### config.mk
export PLATFORM = sky130hd
export DESIGN_NAME = sbox_arbiter
export DESIGN_NICKNAME = d
export VERILOG_FILES = /design/src/rtl/sbox_arbiter.sv
export SDC_FILE = /design/constraint.sdc
export NUM_CORES = 1
export LEC_CHECK = 0
export ABC_AREA = 0
export ABC_CLOCK_PERIOD_IN_PS = 14520
export BUFFER_PORTS_ARGS = -buffer_cell sky130_fd_sc_hd__clkbuf_2
export CORE_AREA = 2 2 227 229
export CTS_CLUSTER_DIAMETER = 30
export DETAILED_ROUTE_END_ITERATION = 10
export DIE_AREA = 0 0 229 231
export PLACE_DENSITY = 0.53
export SETUP_SLACK_MARGIN = 0.4
export SLEW_MARGIN = 20
export SYNTH_ARGS = -nofsm -noshare
export SYNTH_HDL_FRONTEND = slang
export SYNTH_SLANG_ARGS = --single-unit
### constraint.sdc
create_clock -name clk -period 14.52 [get_ports clk]
set_clock_uncertainty 0.2 [all_clocks]
set_input_delay 0.726 -clock clk [delete_from_list [all_inputs] [get_ports clk]]
set_output_delay 0.726 -clock clk [all_outputs]
set_load 0.01 [all_outputs]
### src/rtl/sbox_arbiter.sv
// sbox_arbiter: shares one 128-bit S-box array between the round datapath (full state) and key expansion (SubWord).
module sbox_arbiter #(
  parameter bit KEY_PRIORITY = 1'b0
) (
  input  logic         clk,
  input  logic         rst,
  input  logic         a_valid_i,
  output logic         a_ready_o,
  input  logic [127:0] a_data_i,
  output logic [127:0] a_result_o,
  output logic         a_done_o,
  input  logic         k_valid_i,
  output logic         k_ready_o,
  input  logic [31:0]  k_word_i,
  output logic [31:0]  k_result_o,
  output logic         k_done_o,
  output logic [127:0] sbox_in_o,
  input  logic [127:0] sbox_out_i
);
  // last_q and s1_owner_q: 1 = key requester, 0 = state requester
  logic         last_q, last_d;
  logic         s1_valid_q, s1_owner_q;
  logic [127:0] sbox_in_q, sbox_in_d;
  logic [127:0] a_result_q, a_result_d;
  logic [31:0]  k_result_q, k_result_d;
  logic         a_done_q, k_done_q;
  logic         a_gnt, k_gnt, hs;
  always_comb begin
    k_gnt      = k_valid_i & ~rst & (~a_valid_i | KEY_PRIORITY | ~last_q);
    a_gnt      = a_valid_i & ~rst & ~k_gnt;
    hs         = a_gnt | k_gnt;
    last_d     = hs ? k_gnt : last_q;
    sbox_in_d  = k_gnt ? {96'h0, k_word_i} : a_gnt ? a_data_i : sbox_in_q;
    a_result_d = (s1_valid_q & ~s1_owner_q) ? sbox_out_i : a_result_q;
    k_result_d = (s1_valid_q & s1_owner_q) ? sbox_out_i[31:0] : k_result_q;
  end
  always_ff @(posedge clk or posedge rst)
    if (rst) begin
      last_q     <= 1'b1;
      s1_valid_q <= 1'b0;
      s1_owner_q <= 1'b0;
      sbox_in_q  <= '0;
      a_result_q <= '0;
      k_result_q <= '0;
      a_done_q   <= 1'b0;
      k_done_q   <= 1'b0;
    end else begin
      last_q     <= last_d;
      s1_valid_q <= hs;
      s1_owner_q <= k_gnt;
      sbox_in_q  <= sbox_in_d;
      a_result_q <= a_result_d;
      k_result_q <= k_result_d;
      a_done_q   <= s1_valid_q & ~s1_owner_q;
      k_done_q   <= s1_valid_q & s1_owner_q;
    end
  assign a_ready_o  = a_gnt;
  assign k_ready_o  = k_gnt;
  assign sbox_in_o  = sbox_in_q;
  assign a_result_o = a_result_q;
  assign k_result_o = k_result_q;
  assign a_done_o   = a_done_q;
  assign k_done_o   = k_done_q;
endmodule

==> results of run 1 <==
-- worst max-delay path, stage by stage, from the launching register on --
cell and delay, ns:
dfstp_2 0.52, inv_2 0.23, a211oi_4 0.47, clkbuf_2 0.29
-- power groups by stage --
stage / clock (mW) / sequential (mW) / combinational [mW]
after floorplan: 0 / 1.08 / 0.167
after global placement: 0 / 1.02 / 0.441
after detailed placement: 0 / 1.02 / 0.445
after CTS: 1.68 / 1.02 / 0.445
after global routing: 1.72 / 1.03 / 0.475
final: 1.64 / 1.01 / 0.436
-- worst paths after layout --
kind | start | end | cells after the start | slack [ns]
worst max-delay path | last_q$_DFFE_PP1P_ | a_ready_o | 3 | 11.50
worst min-delay path | rst | sbox_in_o[18]$_DFFE_PP0P_ | 2 | 0.14
worst max register to register | s1_owner_q$_DFF_PP0_ | a_result_o[5]$_DFFE_PP0P_ | 4 | 11.51
worst min register to register | sbox_in_o[65]$_DFFE_PP0P_ | sbox_in_o[65]$_DFFE_PP0P_ | 1 | 0.30
max in group asynchronous | rst | a_result_o[4]$_DFFE_PP0P_ | 3 | 12.61
min in group clk | a_data_i[37] | sbox_in_o[37]$_DFFE_PP0P_ | 2 | 0.17
-- metal layers --
layer / wire, microns / up-vias / GRT usage [%]
met3: 3260 / 64 / 5.36
met1: 13000 / 4280 / 13.8
met5: 37 / - / 0
met2: 17000 / 432 / 21.3
met4: 827 / 6 / 5.07
li1: - / 4048 / -
-- state kept, by name, summed over array words and instances, names as in the netlist --
register / flops
s1_owner_q: 1
k_done_o: 1
k_result_o: 32
sbox_in_o: 128
s1_valid_q: 1
last_q: 1
a_done_o: 1
a_result_o: 128
-- synth_stat cells, drive strengths merged --
cell | instances | area (sq um)
nand2 | 1 | 3.75
a22o | 96 | 841
dfstp | 1 | 26.3
dfrtp | 292 | 7310
nand2b | 1 | 6.26
a211oi | 1 | 20.0
nor2 | 33 | 124
o22ai | 1 | 6.26
nor2b | 1 | 6.26
mux2 | 160 | 1800
inv | 5 | 18.8
clkbuf | 32 | 120
a31oi | 32 | 200
o21ai | 33 | 169
o2111ai | 32 | 280
and2 | 1 | 6.26
buf | 32 | 168
-- final cells by class --
| type | instances | area (sq um) |
|---|---|---|
| Clock inverter | 37 | 548 |
| Sequential cell | 293 | 7330 |
| Tap cell | 680 | 851 |
| Timing Repair Buffer | 591 | 2990 |
| Multi-Input combinational cell | 392 | 3480 |
| Inverter | 5 | 26.3 |
| Fill cell | 5076 | 33500 |
| Clock buffer | 90 | 1970 |
-- cells by family (layout without fill, tap and decap cells) --
| family | Yosys count | count (layout) | synth area share (%) |
|---|---|---|---|
| compound gates | 195 | 195 | 13.7 |
| buf+inv | 69 | 723 | 2.76 |
| flops | 293 | 293 | 66.0 |
| mux | 160 | 160 | 16.2 |
| simple gates | 37 | 37 | 1.32 |
-- per-stage QoR --
stage	hold slack, ns	cells
after floorplan	0.344	754
after global placement	0.287	1961
after detailed placement	0.291	1961
after CTS	0.122	2088
after global routing	0.135	2088
final	0.143	2088
==> results.toml, run 1 <==
[grt]
grt_pass1_vias = 9226
grt_overflow = 0
grt_antenna_before_repair = 3
grt_max_degree = 155
grt_pass1_wl_microns = 52100
grtUsageTotal_pct = 12.5

[sta]
finalHoldViolations = 0
worst_slew_pin_slew_ns = 1.07
drv_slew = 0
final.min_clock_period_ns = 3.02
finalSetupViolCount = 0
max_freq_ghz = 0.331
period_share_pct = 20.8
slew_headroom_pct = 28.4
finalSetupTns_ns = 0
rsz0062_at_grt = "no"
fin_ws_ns = 11.50

[place]
io_buffers = 583
pre_cts_ws_ns = 11.39
postPlaceCellArea_sq_um = 14700
hpwlAfterDp_microns = 24300
finalWeightedCongestion = 0.777

[power_and_ir_drop]
p_switching_mw = 0.780
p_leak_nw = 8.44
p_comb_share_pct = 14.1
power_mw = 3.09
power_frac_clock_pct = 53.0
vdd_drop_max_mv = 0.0710
power_frac_seq_pct = 32.8
powerDensity_nw_per_um2 = 179
power.share.switching_pct = 25.3
p_int_mw = 2.31

[logic_synthesis]
yosys_warnings = 0
syn_area_per_cell_sq_um = 14.7
syn_nets = 1046
synth_area_sq_um = 11100
ys_types = 20
synth_seq_cells = 293
postSynthCellCount = 754
synth_sequential_area_ratio_pct = 66.0

[critical_path]
path_max_fanout = 34
critPathCaptureType = "output pin"
critPathLaunchType = "register"
cp.required_ns = 13.59
path_class = "reg -> out"
worstPathArrival_ns = 2.09

[cells_and_area]
fin_area_sq_um = 17200
antenna_cells = 0
nets = 1645
post-route-util_pct = 33.9
drive_gt1_share_pct = 62.5
areaGrowthSynthToFinish_pct = 54.9
final_common_cell = "clkbuf_2"
most-common-layout-cells = "583 x clkbuf_2, 292 x dfrtp_1, 160 x mux2_2"

[floorplanning]
std_cell_rows = 83
dieArea_sq_um = 52900
initial_core_util_pct = 21.9
num_io_pins = 584
die-width_microns = 229
die_height_microns = 231
core_area_sq_um = 50700

[clock_network]
cts_tree = "done"
post-cts-setup-buffer-count = 0
cts_resized = 0
clk_pin_slew_ns = 0.05
cts_hold_buffers = 0
h-tree-depth = 3
clock_path_buffers = 3
clockRootBuffer = "clkbuf_16"
worstSkewPairLatency_ns = 0.56
cts-buffers-inserted = 70
numClockSinks = 293

[routing]
vias = 8830
dr.pass1.iters = 4
ant_nets = 0
wl_per_cell_microns = 16.3
drc = 0
drt_iter0_drc = 355
vias_per_cell = 4.23
wirelength_microns = 34100

[outcome]
status = "completed"

[run]
cap_viol_max_count = 0

[hold_path]
min_path_type = "in -> async"
(Power assumes the default switching activity.)
==> run 2, diff against run 1 <==
Settings changed: ABC_CLOCK_PERIOD_IN_PS 14520 to 3000.
Clock period 14.52 ns to 3 ns, I/O delays scaled along.
==> results.toml, run 2 (synthesis results as in run 1) <==
[outcome]
status = "completed"

[critical_path]
worstPathArrival_ns = 2.73
reg2reg_slack_ns = 0.99
path_class = "in -> reg"
critPathCaptureType = "register"
cp.required_ns = 3.28
r2r-end = "sbox_in_o[40]$_DFFE_PP0P_"
ff2ff_path_depth = 5
startpoint = "rst"
path_max_fanout = 56
critPathLaunchType = "primary input"
rr_startpoint = "last_q$_DFFE_PP1P_"

[place]
finalWeightedCongestion = 0.764
placed_cells = 1970
io_buffers = 583
hpwlAfterDp_microns = 24000

[routing]
vias = 10200
drc = 0
wirelength_microns = 38700
ant_nets = 0
drt_iter0_drc = 402
dr.pass1.iters = 5
vias_per_cell = 4.25
wl_per_cell_microns = 16.1

[floorplanning]
dieArea_sq_um = 52900
std_cell_rows = 83
initial_core_util_pct = 21.9
core_area_sq_um = 50700
die_height_microns = 231
num_io_pins = 584
die-width_microns = 229

[grt]
grt_max_degree = 152
use_met2_pct = 24.8
grt_pass1_wl_microns = 60300
grt_pass1_vias = 11000
grtUsageTotal_pct = 14.3
top_usage_layer = "met2"
grt_antenna_before_repair = 2
gr-usage-met1_pct = 16.2
met3_usage_pct = 4.61
grt_overflow = 0

[clock_network]
cts_tree = "done"
clockRootBuffer = "clkbuf_16"
clock_path_buffers = 3
clk_pin_slew_ns = 0.05
numClockSinks = 293
cts-buffers-inserted = 72
h-tree-depth = 3
worstSkewPairLatency_ns = 0.57

[hold_path]
min_path_type = "in -> reg"
worstHoldStart = "a_data_i[105]"
hold_depth = 3
whs_endpoint = "sbox_in_o[105]$_DFFE_PP0P_"

[sta]
drv_slew = 0
slew_headroom_pct = 37.6
final.min_clock_period_ns = 2.45
finalHoldViolations = 0
worst_slew_pin_slew_ns = 0.936
rsz0062_at_grt = "no"
period_share_pct = 81.7
finalSetupTns_ns = 0
finalSetupViolCount = 0
max_freq_ghz = 0.408

[cells_and_area]
areaGrowthSynthToFinish_pct = 82.9
most-common-layout-cells = "583 x clkbuf_2, 292 x dfrtp_1, 291 x dlygate4sd3_1"
post-route-util_pct = 40.1
drive_gt1_share_pct = 52.0
final_common_cell = "clkbuf_2"
nets = 1949
fin_cells = 2398

[power_and_ir_drop]
p_leak_nw = 9.74
power_mw = 15.3
powerDensity_nw_per_um2 = 754
vdd_drop_max_mv = 0.445

[run]
cap_viol_max_count = 0
## run 2: cell types whose count changed in the layout (fill, tap and decap cells not counted), sizes merged
cell | previous run | this run
buf | 8 | 18
bufbuf | 0 | 1
bufinv | 11 | 7
clkbuf | 673 | 680
clkinv | 14 | 11
clkinvlp | 7 | 8
diode | 0 | 1
dlygate4sd3 | 0 | 291
inv | 10 | 16
## run 2: where the power goes
group          internal (mW)  switching [mW]
clock                   5.41            2.48
combinational           1.30            1.20
sequential              4.57           0.351
total                   11.3            4.03
## run 2: critical path, stage by stage
cell	delay, ns
dlygate4sd3_1	0.54
clkbuf_2	0.14
dlygate4sd3_1	0.64
inv_8	0.30
o21ai_4	0.12
inv_2	0.32
buf_12	0.26
nor2_1	0.06
a31oi_1	0.15
## run 2: worst max path at each step
| stage | end | slack, ns | depth (start not counted) |
|---|---|---|---|
| 4_1_cts | a_ready_o | 0.41 | 4 |
| 3_3_place_gp | a_ready_o | 0.90 | 4 |
| 3_5_place_dp | a_ready_o | 0.88 | 4 |
| 5_1_grt | sbox_in_o[14]$_DFFE_PP0P_ | 0.40 | 9 |
| 2_1_floorplan | sbox_in_o[0]$_DFFE_PP0P_ | 0.64 | 4 |
| 6_report | sbox_in_o[14]$_DFFE_PP0P_ | 0.55 | 9 |
## run 2: metal layers
metal	vias up	wire length, microns
met5	-	24
met4	4	1120
met3	88	2960
met2	490	19600
met1	4946	15000
li1	4658	-
## run 2: area by class of cell
| cell class | count | area, sq um |
|---|---|---|
| diodes | 1 | 2.50 |
| repair buffers | 893 | 6100 |
| inverters | 5 | 28.8 |
| clock buffers | 97 | 2040 |
| well taps | 680 | 851 |
| clock inverters | 37 | 470 |
| fillers | 4778 | 30400 |
| flip-flops and latches | 293 | 7330 |
| multi-input cells | 392 | 3480 |
## run 2: through the flow
| stage | instance area [sq um] | hold WS (ns) | setup slack [ns] |
|---|---|---|---|
| 2_1_floorplan | 11100 | 0.0825 | 0.641 |
| 3_3_place_gp | 14800 | 0.0162 | 0.901 |
| 3_5_place_dp | 14800 | 0.0254 | 0.881 |
| 4_1_cts | 20300 | 0.0786 | 0.406 |
| 5_1_grt | 20300 | 0.0988 | 0.401 |
| 6_report | 20300 | 0.131 | 0.549 |
## run 2: repair_timing
item	in CTS	in global routing
gates resized for setup	0	2
setup buffers	1	0
setup endpoints to repair	1	1
hold buffers	291	0
hold endpoints to repair	454	0
gates cloned	1	0
pin swaps	1	0
